===== src/rtl/alu_issue_decoder.sv =====
// ---------------------------------------------------------------------------
// alu_issue_decoder
//
// Decode stage in front of the ALU. It takes a fetched MIPS instruction and
// the two register-read values, and produces the ALU controls (alu_in1,
// alu_in2, alushamt, alufunct) plus the destination register and its write
// enable. The result is registered and handed on with a valid/ready
// handshake. A 2-entry buffer (main register + skid register) lets the
// execute stage stall without a combinational ready path back to fetch.
//
// Optional feature macro: DECODE_EXC_EN
//   defined   - adds the out_illegal port. Reserved instructions are emitted
//               as a NOP with out_illegal=1, and the flag moves through the
//               skid register together with its entry.
//   undefined - no out_illegal port. Reserved instructions become silent NOPs.
//
// Parameters
//   DATA_W      operand width (32 for MIPS32)
//   SKID_DEPTH  output buffer entries; only 2 is supported
//   LUI_SHAMT   shift amount for LUI (decoded as SLL of the zero-extended imm)
//
// Ports
//   clk          in   clock, rising edge
//   resetn       in   synchronous active-low reset
//   flush        in   drop all buffered entries (redirect)
//   in_valid     in   instruction + operands valid
//   in_ready     out  stage can accept (= !skid valid, registered)
//   in_instr     in   instruction word
//   in_rs_val    in   GPR[rs]
//   in_rt_val    in   GPR[rt]
//   out_valid    out  decoded entry valid
//   out_ready    in   execute stage accepts
//   out_in1      out  alu_in1
//   out_in2      out  alu_in2
//   out_shamt    out  alushamt
//   out_funct    out  alufunct
//   out_dst      out  destination GPR
//   out_wen      out  GPR write enable
//   out_illegal  out  reserved-instruction flag (DECODE_EXC_EN only)
// ---------------------------------------------------------------------------
module alu_issue_decoder #(
  parameter int DATA_W     = 32,
  parameter int SKID_DEPTH = 2,
  parameter int LUI_SHAMT  = 16
) (
  input  logic              clk,
  input  logic              resetn,
  input  logic              flush,
  input  logic              in_valid,
  output logic              in_ready,
  input  logic [31:0]       in_instr,
  input  logic [DATA_W-1:0] in_rs_val,
  input  logic [DATA_W-1:0] in_rt_val,
  output logic              out_valid,
  input  logic              out_ready,
  output logic [DATA_W-1:0] out_in1,
  output logic [DATA_W-1:0] out_in2,
  output logic [4:0]        out_shamt,
  output logic [5:0]        out_funct,
  output logic [4:0]        out_dst,
  output logic              out_wen
`ifdef DECODE_EXC_EN
  ,
  output logic              out_illegal
`endif
);

  // Opcodes
  localparam logic [5:0] OP_SPECIAL = 6'h00;
  localparam logic [5:0] OP_ADDIU   = 6'h09;
  localparam logic [5:0] OP_SLTI    = 6'h0a;
  localparam logic [5:0] OP_SLTIU   = 6'h0b;
  localparam logic [5:0] OP_ANDI    = 6'h0c;
  localparam logic [5:0] OP_ORI     = 6'h0d;
  localparam logic [5:0] OP_XORI    = 6'h0e;
  localparam logic [5:0] OP_LUI     = 6'h0f;

  // ALU function codes (SPECIAL funct field)
  localparam logic [5:0] FN_SLL  = 6'h00;
  localparam logic [5:0] FN_SRL  = 6'h02;
  localparam logic [5:0] FN_SRA  = 6'h03;
  localparam logic [5:0] FN_JR   = 6'h08;
  localparam logic [5:0] FN_ADDU = 6'h21;
  localparam logic [5:0] FN_SUBU = 6'h23;
  localparam logic [5:0] FN_AND  = 6'h24;
  localparam logic [5:0] FN_OR   = 6'h25;
  localparam logic [5:0] FN_XOR  = 6'h26;
  localparam logic [5:0] FN_NOR  = 6'h27;
  localparam logic [5:0] FN_SLT  = 6'h2a;
  localparam logic [5:0] FN_SLTU = 6'h2b;

  if (SKID_DEPTH != 2) begin : g_depth_check
    $error("alu_issue_decoder: SKID_DEPTH must be 2");
  end

  typedef struct packed {
    logic [DATA_W-1:0] in1;
    logic [DATA_W-1:0] in2;
    logic [4:0]        shamt;
    logic [5:0]        funct;
    logic [4:0]        dst;
    logic              wen;
`ifdef DECODE_EXC_EN
    logic              illegal;
`endif
  } dec_t;

  function automatic logic is_legal(input logic [31:0] instr);
    logic ok;
    ok = 1'b0;
    case (instr[31:26])
      OP_SPECIAL: begin
        case (instr[5:0])
          FN_ADDU, FN_SUBU, FN_AND, FN_OR, FN_XOR, FN_NOR,
          FN_SLT, FN_SLTU, FN_SLL, FN_SRL, FN_SRA, FN_JR: ok = 1'b1;
          default: ok = 1'b0;
        endcase
      end
      OP_ADDIU, OP_SLTI, OP_SLTIU, OP_ANDI, OP_ORI, OP_XORI, OP_LUI: ok = 1'b1;
      default: ok = 1'b0;
    endcase
    return ok;
  endfunction

  // Illegal encodings fall through with the all-zero NOP (SLL, operands 0).
  function automatic dec_t decode(input logic [31:0]       instr,
                                  input logic [DATA_W-1:0] rs_val,
                                  input logic [DATA_W-1:0] rt_val);
    dec_t                     d;
    logic signed [15:0]       imm_s;
    logic signed [DATA_W-1:0] imm_sx;
    logic        [DATA_W-1:0] imm_zx;
    d      = '0;
    imm_s  = signed'(instr[15:0]);
    imm_sx = DATA_W'(imm_s);
    imm_zx = DATA_W'(instr[15:0]);
    if (is_legal(instr)) begin
      d.in1 = rs_val;
      if (instr[31:26] == OP_SPECIAL) begin
        d.in2   = rt_val;
        d.shamt = instr[10:6];
        d.funct = instr[5:0];
        d.dst   = instr[15:11];
        d.wen   = (instr[15:11] != 5'd0) && (instr[5:0] != FN_JR);
      end else begin
        d.dst = instr[20:16];
        d.wen = (instr[20:16] != 5'd0);
        case (instr[31:26])
          OP_ADDIU: begin d.funct = FN_ADDU; d.in2 = imm_sx; end
          OP_SLTI:  begin d.funct = FN_SLT;  d.in2 = imm_sx; end
          OP_SLTIU: begin d.funct = FN_SLTU; d.in2 = imm_sx; end
          OP_ANDI:  begin d.funct = FN_AND;  d.in2 = imm_zx; end
          OP_ORI:   begin d.funct = FN_OR;   d.in2 = imm_zx; end
          OP_XORI:  begin d.funct = FN_XOR;  d.in2 = imm_zx; end
          default: begin
            d.funct = FN_SLL;
            d.in2   = imm_zx;
            d.shamt = 5'(LUI_SHAMT);
          end
        endcase
      end
    end
`ifdef DECODE_EXC_EN
    d.illegal = !is_legal(instr);
`endif
    return d;
  endfunction

  // The rs index is resolved by the register file before this stage.
  logic unused_rs_field;
  assign unused_rs_field = ^in_instr[25:21];

  // ---- stage p0: combinational decode + handshake ----
  dec_t dec_p0;
  logic in_xfer_p0;
  logic vld_p1;
  logic skid_vld_p1;
  dec_t main_p1;
  dec_t skid_p1;

  assign dec_p0     = decode(in_instr, in_rs_val, in_rt_val);
  assign in_ready   = !skid_vld_p1;
  assign in_xfer_p0 = in_valid && in_ready;

  // ---- stage p1: main register (drives out_*) + skid register ----
  // Main reloads whenever it is empty or draining this cycle; a buffered
  // skid entry always goes first so order stays FIFO. When main is held,
  // an accepted entry parks in skid and in_ready drops the next cycle.
  always_ff @(posedge clk) begin
    if (!resetn) begin
      vld_p1      <= 1'b0;
      skid_vld_p1 <= 1'b0;
      main_p1     <= '0;
      skid_p1     <= '0;
    end else if (flush) begin
      vld_p1      <= 1'b0;
      skid_vld_p1 <= 1'b0;
    end else if (!vld_p1 || out_ready) begin
      if (skid_vld_p1) begin
        main_p1     <= skid_p1;
        vld_p1      <= 1'b1;
        skid_vld_p1 <= 1'b0;
      end else if (in_xfer_p0) begin
        main_p1 <= dec_p0;
        vld_p1  <= 1'b1;
      end else begin
        vld_p1 <= 1'b0;
      end
    end else if (in_xfer_p0) begin
      skid_p1     <= dec_p0;
      skid_vld_p1 <= 1'b1;
    end
  end

  assign out_valid = vld_p1;
  assign out_in1   = main_p1.in1;
  assign out_in2   = main_p1.in2;
  assign out_shamt = main_p1.shamt;
  assign out_funct = main_p1.funct;
  assign out_dst   = main_p1.dst;
  assign out_wen   = main_p1.wen;
`ifdef DECODE_EXC_EN
  assign out_illegal = main_p1.illegal;
`endif

endmodule


===== config.mk =====
export PLATFORM = sky130hd
export DESIGN_NAME = alu_issue_decoder
export DESIGN_NICKNAME = d
export VERILOG_FILES = /design/src/rtl/alu_issue_decoder.sv
export SDC_FILE = /design/constraint.sdc
export NUM_CORES = 1
export LEC_CHECK = 0
export CELL_PAD_IN_SITES_DETAIL_PLACEMENT = 1
export CELL_PAD_IN_SITES_GLOBAL_PLACEMENT = 1
export CORE_ASPECT_RATIO = 1.25
export CORE_MARGIN = 10
export CORE_UTILIZATION = 39
export DETAILED_ROUTE_END_ITERATION = 6
export GPL_TIMING_DRIVEN = 0
export PLACE_DENSITY = 0.92
export SETUP_SLACK_MARGIN = 0.3
export SYNTH_ARGS = -nofsm -noshare
export SYNTH_HDL_FRONTEND = slang
export SYNTH_SLANG_ARGS = --single-unit

===== constraint.sdc =====
create_clock -name clk -period 3.48 [get_ports clk]
set_input_delay 0.696 -clock clk [delete_from_list [all_inputs] [get_ports clk]]
set_output_delay 0.696 -clock clk [all_outputs]
set_load 0.03 [all_outputs]

==> metrics.md, run 1 <==
| Metric | Value |
|---|---|
| Status | `finished clean` |
| R2R Path Start | `skid_vld_p1` |
| R2R Setup Slk | `approximately 680 ps` |
| Kind of start point of the critical path | `flop` |
| Sequential element share of the synthesized area | `47.8%` |
| Most common cell in the synthesized netlist | `dfxtp_1` |
| CTS tree | `done` |
| # placed instances | `1153` |
| Max Buffers Root-to-Sink | `2` |
| Critical path start-end classification | `reg -> out` |
| Design area | `9590 µm²` |
| Synth area leader | `dfxtp_1` |
| Die Ht | `~170 µm` |
| # DRC | `0` |
| Synthesized area | `between 6000 and 7000 µm²` |
| Fin cells | `between 1000 and 1500` |
| Clock slew at reported path FFs | `60 ps` |
| Reg-to-reg endpoint | `skid_p1[35]` |
| Number of global-route vias before repair | `7363` |
| DIE AREA | `23400 µm²` |
| # hold bufs at CTS | `0` |
| Required @ worst endpoint | `2780 ps` |
| Yosys reg bits | `164` |
| Initial cell density of the core | `39.6%` |
| Crit-path max FO | `10` |
| Synthesized Nets | `approximately 850` |
| Total power divided by cell area | `between 400 and 500 nW/µm²` |
| # diodes | `0` |
| Num CTS Buffers | `17` |
| Wire per inst | `22.3 µm` |
| Max Freq | `between 0.3 and 0.4 GHz` |
| Post-synthesis cell type count | `52` |
| Tot GR Track Use | `a little over a fifth` |
| # nets final | `1049` |
| Largest net degree at the start of global routing | `17` |
| Async set-reset flop share out of synthesis | `0%` |
| Ranking of synthesized cells by area | `dfxtp_1 48%, a21oi_1 5.8%, and3_1 5.3%` |
| CTS Sinks | `164` |
| Final ANT Viol Nets | `0` |
| Final hold slack | `roughly 450 ps` |
| Initial DRC count | `300` |
| Sum of negative setup slack | `0 ps` |
| Fin. Hold Viols | `0` |
| Cell count of the worst hold path | `2` |
| Hold Crit Start | `skid_p1[2]` |
| R2R cell count | `7` |
| Min-Delay Endpoint | `skid_p1[2]` |
| Clk_skew | `5.39 ps` |
| H-tree Lvls | `4` |
| Commonest cells post-synth | `164 x dfxtp_1, 79 x a21oi_1, 73 x nand2_1` |
| Min Clock Period, post-route | `3040 ps` |
| Type of element capturing the critical path | `primary output` |
| Period utilization | `87.2%` |
| Power Total | `4.38 mW` |
| RePlAce Congestion | `0.845` |
| Area grow syn2layout | `39.5%` |
| Post-synthesis cell count | `751` |
| # port buffers | `about 180` |
| Vias per inst | `5.73` |
| Worst EP arrival | `2340 ps` |
| Worst-Skew Late Latency | `430 ps` |
| Worst VDD drop | `between 0.0003 and 0.0004 V` |
| DR vias | `6794` |
| WL final | `~26000 µm` |
| Main synth FF type | `dfxtp_1` |
| # IOs | `roughly 180` |
| Worst slew pin tran | `around 1100 ps` |
| Pleak | `3.52 nW` |
| Fraction of layout cells with a size suffix above 1 | `7.70%` |
| Max Cap Viol | `0` |
| 1st-pass router iterations | `5` |
| Root Buffer | `clkbuf_16` |
| Proportion of netlist area held by the largest area contributor | `47.8%` |
| Yosys warns | `0` |
| Initial antenna violation count | `1` |
| Placeable Area | `about 17000 µm²` |
| EDFF count, synth | `0` |
| # rows | `54` |
| Unrepaired setup endpoints after global routing | `no` |
| Synthesized area per cell | `~9.1 µm²` |
| Chip Width | `139 µm` |
| Area post-placement | `between 8000 and 9000 µm²` |
| HPWL Detailed | `19100 µm` |
| GRT overflow | `0` |
| Max_slew headroom | `28.0%` |
| Max Slew Vio Count | `0` |
| Finish-stage setup viols | `0` |
| Min-Delay Path Class | `reg -> reg` |
| First-pass GRT wire length | `40900 µm` |
-- sequential cells by signal, summed over array words and instances, names as in the netlist --
signal	cells
out_dst	5
out_funct	6
out_in1	32
out_in2	32
out_shamt	5
out_valid	1
out_wen	1
skid_p1	81
skid_vld_p1	1
-- cell usage in the layout (no fill, tap or decap), types with 5 or more instances in the layout --
cell type	instances
clkdlybuf4s50_1	178
o21ai_1	25
a21boi_0	6
a22o_1	34
o22ai_1	23
and3_1	58
buf_2	5
o2bb2ai_1	33
clkbuf_1	48
or3_1	20
o211ai_1	17
clkbuf_16	17
nor2_1	31
nand3_1	12
o21ai_0	27
buf_6	8
mux2i_1	20
a21oi_1	79
nand2_1	73
a21boi_2	6
dfxtp_1	164
-- cell type report --
type                    instances  area, µm²
fillers                      1999       7780
flip-flops and latches        164       3280
multi-input cells             516       3250
repair buffers                178       1780
clock buffers                  18        439
plain buffers                  67        335
well taps                     224        280
clock inverters                14        199
inverters                       4       15.0
-- timing repair --
| action | 4_1_cts | 5_1_grt |
|---|---|---|
| resized for setup | 2 | 2 |
| setup buffers | 0 | 0 |
| endpoints found under the setup margin | 1 | 3 |
-- through the flow --
stage / setup WS, ps / utilization, %
global route: 304 / 55.2
detailed placement: 107 / 51.5
CTS: 399 / 55.2
finish: 444 / 55.2
floorplan: 1190 / -
global placement: -336 / 51.4
-- layer usage --
layer  share of wire (%)  global-route usage (%)
met5               0.049                       0
met4                 3.4                    10.2
met3                 5.7                    5.77
met2                  51                    38.6
met1                  40                    23.4
-- worst max-delay path, stage by stage, from the launching register on --
cell and delay, ps:
dfxtp_1 320, clkbuf_2 240, inv_1 260, clkbuf_2 340, clkdlybuf4s50_1 740
-- power by group --
| group | internal (mW) | switching (mW) |
|---|---|---|
| sequential | 1.90 | 0.0136 |
| combinational | 0.187 | 0.249 |
| clock | 1.23 | 0.804 |
-- cells by family after synthesis --
family,share of synthesized area [%]
AO/OA/AOI/OAI,27.8
buffers and inverters,5.06
flip-flops,47.8
AND/OR/NAND/NOR,16.4
multiplexers,2.91
XOR/XNOR,0.128
-- how the worst max path moves through the flow --
stage                       from      endpoint  slack (ps)  cells past startpoint
floorplan           in_instr[27]   out_in2[15]        1190                      7
global placement           flush   out_in2[24]        -340                      6
detailed placement         flush   out_in2[24]         110                      6
CTS                 in_instr[29]  out_funct[2]         400                      7
global route        in_instr[29]    skid_p1[8]         300                      7
finish               skid_vld_p1      in_ready         440                      4
(Power assumes the default switching activity.)
==> run 2, diff against run 1 <==
- CAP_MARGIN: not set -> 5
==> results of run 2 <==
Final layout, timing and power as in run 1 (identical DEF).
==> run 3, diff against run 2 <==
- CORE_UTILIZATION: 39 -> 33
- PLACE_DENSITY: 0.92 -> 0.84
- clock period: 3.48 -> 2.47 ns (I/O delays scaled with it)
==> metrics.md, run 3 (synthesized netlist as in run 1, its figures left out) <==
| Metric | Value |
|---|---|
| Status | `finished clean (unchanged)` |
| Critical path start-end classification | `in -> reg (was reg -> out)` |
| Net Sw Frac | `26.5% (was 24.3%)` |
| Max Freq | `0.470 GHz` |
| # IOs | `184 (unchanged)` |
| Max reg flops | `81 (unchanged)` |
| Clock power frac | `43.9% (was 46.4%)` |
| WL final | `27300 µm (was 26400 µm)` |
| HPWL Detailed | `19300 µm (was 19100 µm)` |
| Unrepaired setup endpoints after global routing | `yes (was no)` |
| Root Buffer | `clkbuf_16 (unchanged)` |
| Initial cell density of the core | `33.8% (was 39.6%)` |
| # fillers | `2359 (was 1999)` |
| Final ANT Viol Nets | `0 (unchanged)` |
| H-tree Lvls | `4 (unchanged)` |
| Largest net degree at the start of global routing | `17 (unchanged)` |
| Total power divided by cell area | `600 nW/µm² (was 457 nW/µm²)` |
| GRT overflow | `0 (unchanged)` |
| DIE AREA | `27000 µm² (was 23400 µm²)` |
| Reg area | `3280 µm² (unchanged)` |
| # nets final | `1066 (was 1049)` |
| DR vias | `6837 (was 6794)` |
| CTS Sinks | `164 (unchanged)` |
| Tot GR Track Use | `19.4% (was 21.7%)` |
| Cell internal pwr | `4.38 mW (was 3.32 mW)` |
| RePlAce Congestion | `0.822 (was 0.845)` |
| Placeable Area | `20300 µm² (was 17400 µm²)` |
| CTS tree | `done (unchanged)` |
| Post-place setup slack | `-765 ps (was 107 ps)` |
| Fin cells | `1256 (was 1185)` |
| Worst slew pin tran | `575 ps (was 1080 ps)` |
| Required @ worst endpoint | `2790 ps (was 2780 ps)` |
| Clock slew at reported path FFs | `70 ps (was 60 ps)` |
| Area grow syn2layout | `44.7% (was 39.5%)` |
| # DRC | `0 (unchanged)` |
| Num CTS Buffers | `17 (unchanged)` |
| Period utilization | `86.1%` |
| Initial DRC count | `395 (was 300)` |
| Min-Delay Path Class | `reg -> reg (unchanged)` |
| Max Cap Viol | `0 (unchanged)` |
| Worst EP arrival | `2450 ps (was 2340 ps)` |
| Largest Register | `skid_p1 (unchanged)` |
| # port buffers | `178 (unchanged)` |
| Max Buffers Root-to-Sink | `2 (unchanged)` |
| Most frequent cells in the layout | `167 x clkdlybuf4s50_1, 164 x dfxtp_1, 79 x a21oi_1, 72 x nand2_1, 58 x and3_1 (was 178 x clkdlybuf4s50_1, 164 x dfxtp_1, 79 x a21oi_1, 73 x nand2_1, 58 x and3_1)` |
| Number of global-route vias before repair | `7245 (was 7363)` |
| Area of the multi-input gates | `3350 µm² (was 3250 µm²)` |
| Min setup slack post-route | `344 ps (was 444 ps)` |
| Fin. Hold Viols | `0 (unchanged)` |
| Chip Width | `149 µm (was 139 µm)` |
| Kind of start point of the critical path | `primary input (was flop)` |
| Seq pwr share | `45.2% (was 43.7%)` |
| Wire per inst | `21.7 µm (was 22.3 µm)` |
| Finish-stage setup viols | `0 (unchanged)` |
| # rows | `58 (was 54)` |
| Max Slew Vio Count | `0 (unchanged)` |
| Vias per inst | `5.44 (was 5.73)` |
| Worst VDD drop | `0.000478 V (was 0.000337 V)` |
| Die Ht | `181 µm (was 168 µm)` |
| P_sw | `1.58 mW (was 1.07 mW)` |
| # placed instances | `1200 (was 1153)` |
| Initial antenna violation count | `8 (was 1)` |
| Combinational power share | `10.9% (was 10.0%)` |
| Max_slew headroom | `61.7% (was 28.0%)` |
| Clk_skew | `5.41 ps (was 5.39 ps)` |
| Crit-path max FO | `10 (unchanged)` |
| Fraction of layout cells with a size suffix above 1 | `12.7% (was 7.70%)` |
| Worst-Skew Late Latency | `430 ps (about the same)` |
| # hold bufs at CTS | `0 (unchanged)` |
| Commonest non-fill, non-tap cell in the layout | `clkdlybuf4s50_1 (unchanged)` |
| Min Clock Period, post-route | `roughly 2100 ps` |
| 1st-pass router iterations | `5 (unchanged)` |
| First-pass GRT wire length | `41400 µm (was 40900 µm)` |
| Type of element capturing the critical path | `flop (was primary output)` |
| Pleak | `3.75 nW (was 3.52 nW)` |
[run 3: through the flow]
stage | util [%] | hold WS [ps] | setup TNS, ps | area [µm²] | total power, mW
finish | 48.9 | 447 | 0 | 9940 | 5.96
global route | 48.9 | 467 | 0 | 9930 | 6.18
floorplan | - | 417 | 0 | 6870 | 3.01
global placement | 44.2 | 429 | -94260 | 8990 | 3.35
detailed placement | 44.3 | 437 | -68660 | 8990 | 3.36
CTS | 48.4 | 447 | 0 | 9830 | 5.99
[run 3: what timing repair did]
action                     CTS  global route
resized for setup           53            43
setup endpoints to repair  158           156
pin swaps                    5             3
cloned                       0             1
setup buffers               12             3
[run 3: layout make-up]
class	count	share of cell area, %
repair buffers	195	19.6
plain buffers	67	4.19
clock buffers	17	4.28
inverters	4	0.151
well taps	270	3.40
clock inverters	15	1.49
flip-flops and latches	164	33.0
diodes	8	0.201
multi-input cells	516	33.7
[run 3: critical path: stages]
cell and delay (ps):
clkdlybuf4s50_1 470, nor2_1 110, or3_1 400, clkbuf_8 190, o41a_4 480, buf_6 160
a21boi_2 150
[run 3: power groups by stage]
stage          clock network [mW]  registers, mW  logic [mW]
3_5_place_dp                    0           2.75       0.605
4_1_cts                      2.66           2.69       0.635
3_3_place_gp                    0           2.75       0.597
2_1_floorplan                   0           2.81       0.197
6_report                     2.61           2.69       0.652
5_1_grt                      2.79           2.70       0.696
[run 3: routing by layer]
metal,vias to the layer above,GRT usage (%),share of wire (%)
li1,3217,-,-
met1,3358,21.8,40
met2,219,33.3,51
met3,43,6.25,6.8
met4,0,7.08,2.2
met5,-,0,0
[run 3: final timing paths]
check,from,endpoint,slack [ps],cells past startpoint
max,in_valid,out_in2[31],340,7
min,skid_p1[6],skid_p1[6],450,2
max reg2reg,skid_vld_p1,skid_p1[76],390,7
min reg2reg,skid_p1[6],skid_p1[6],450,2
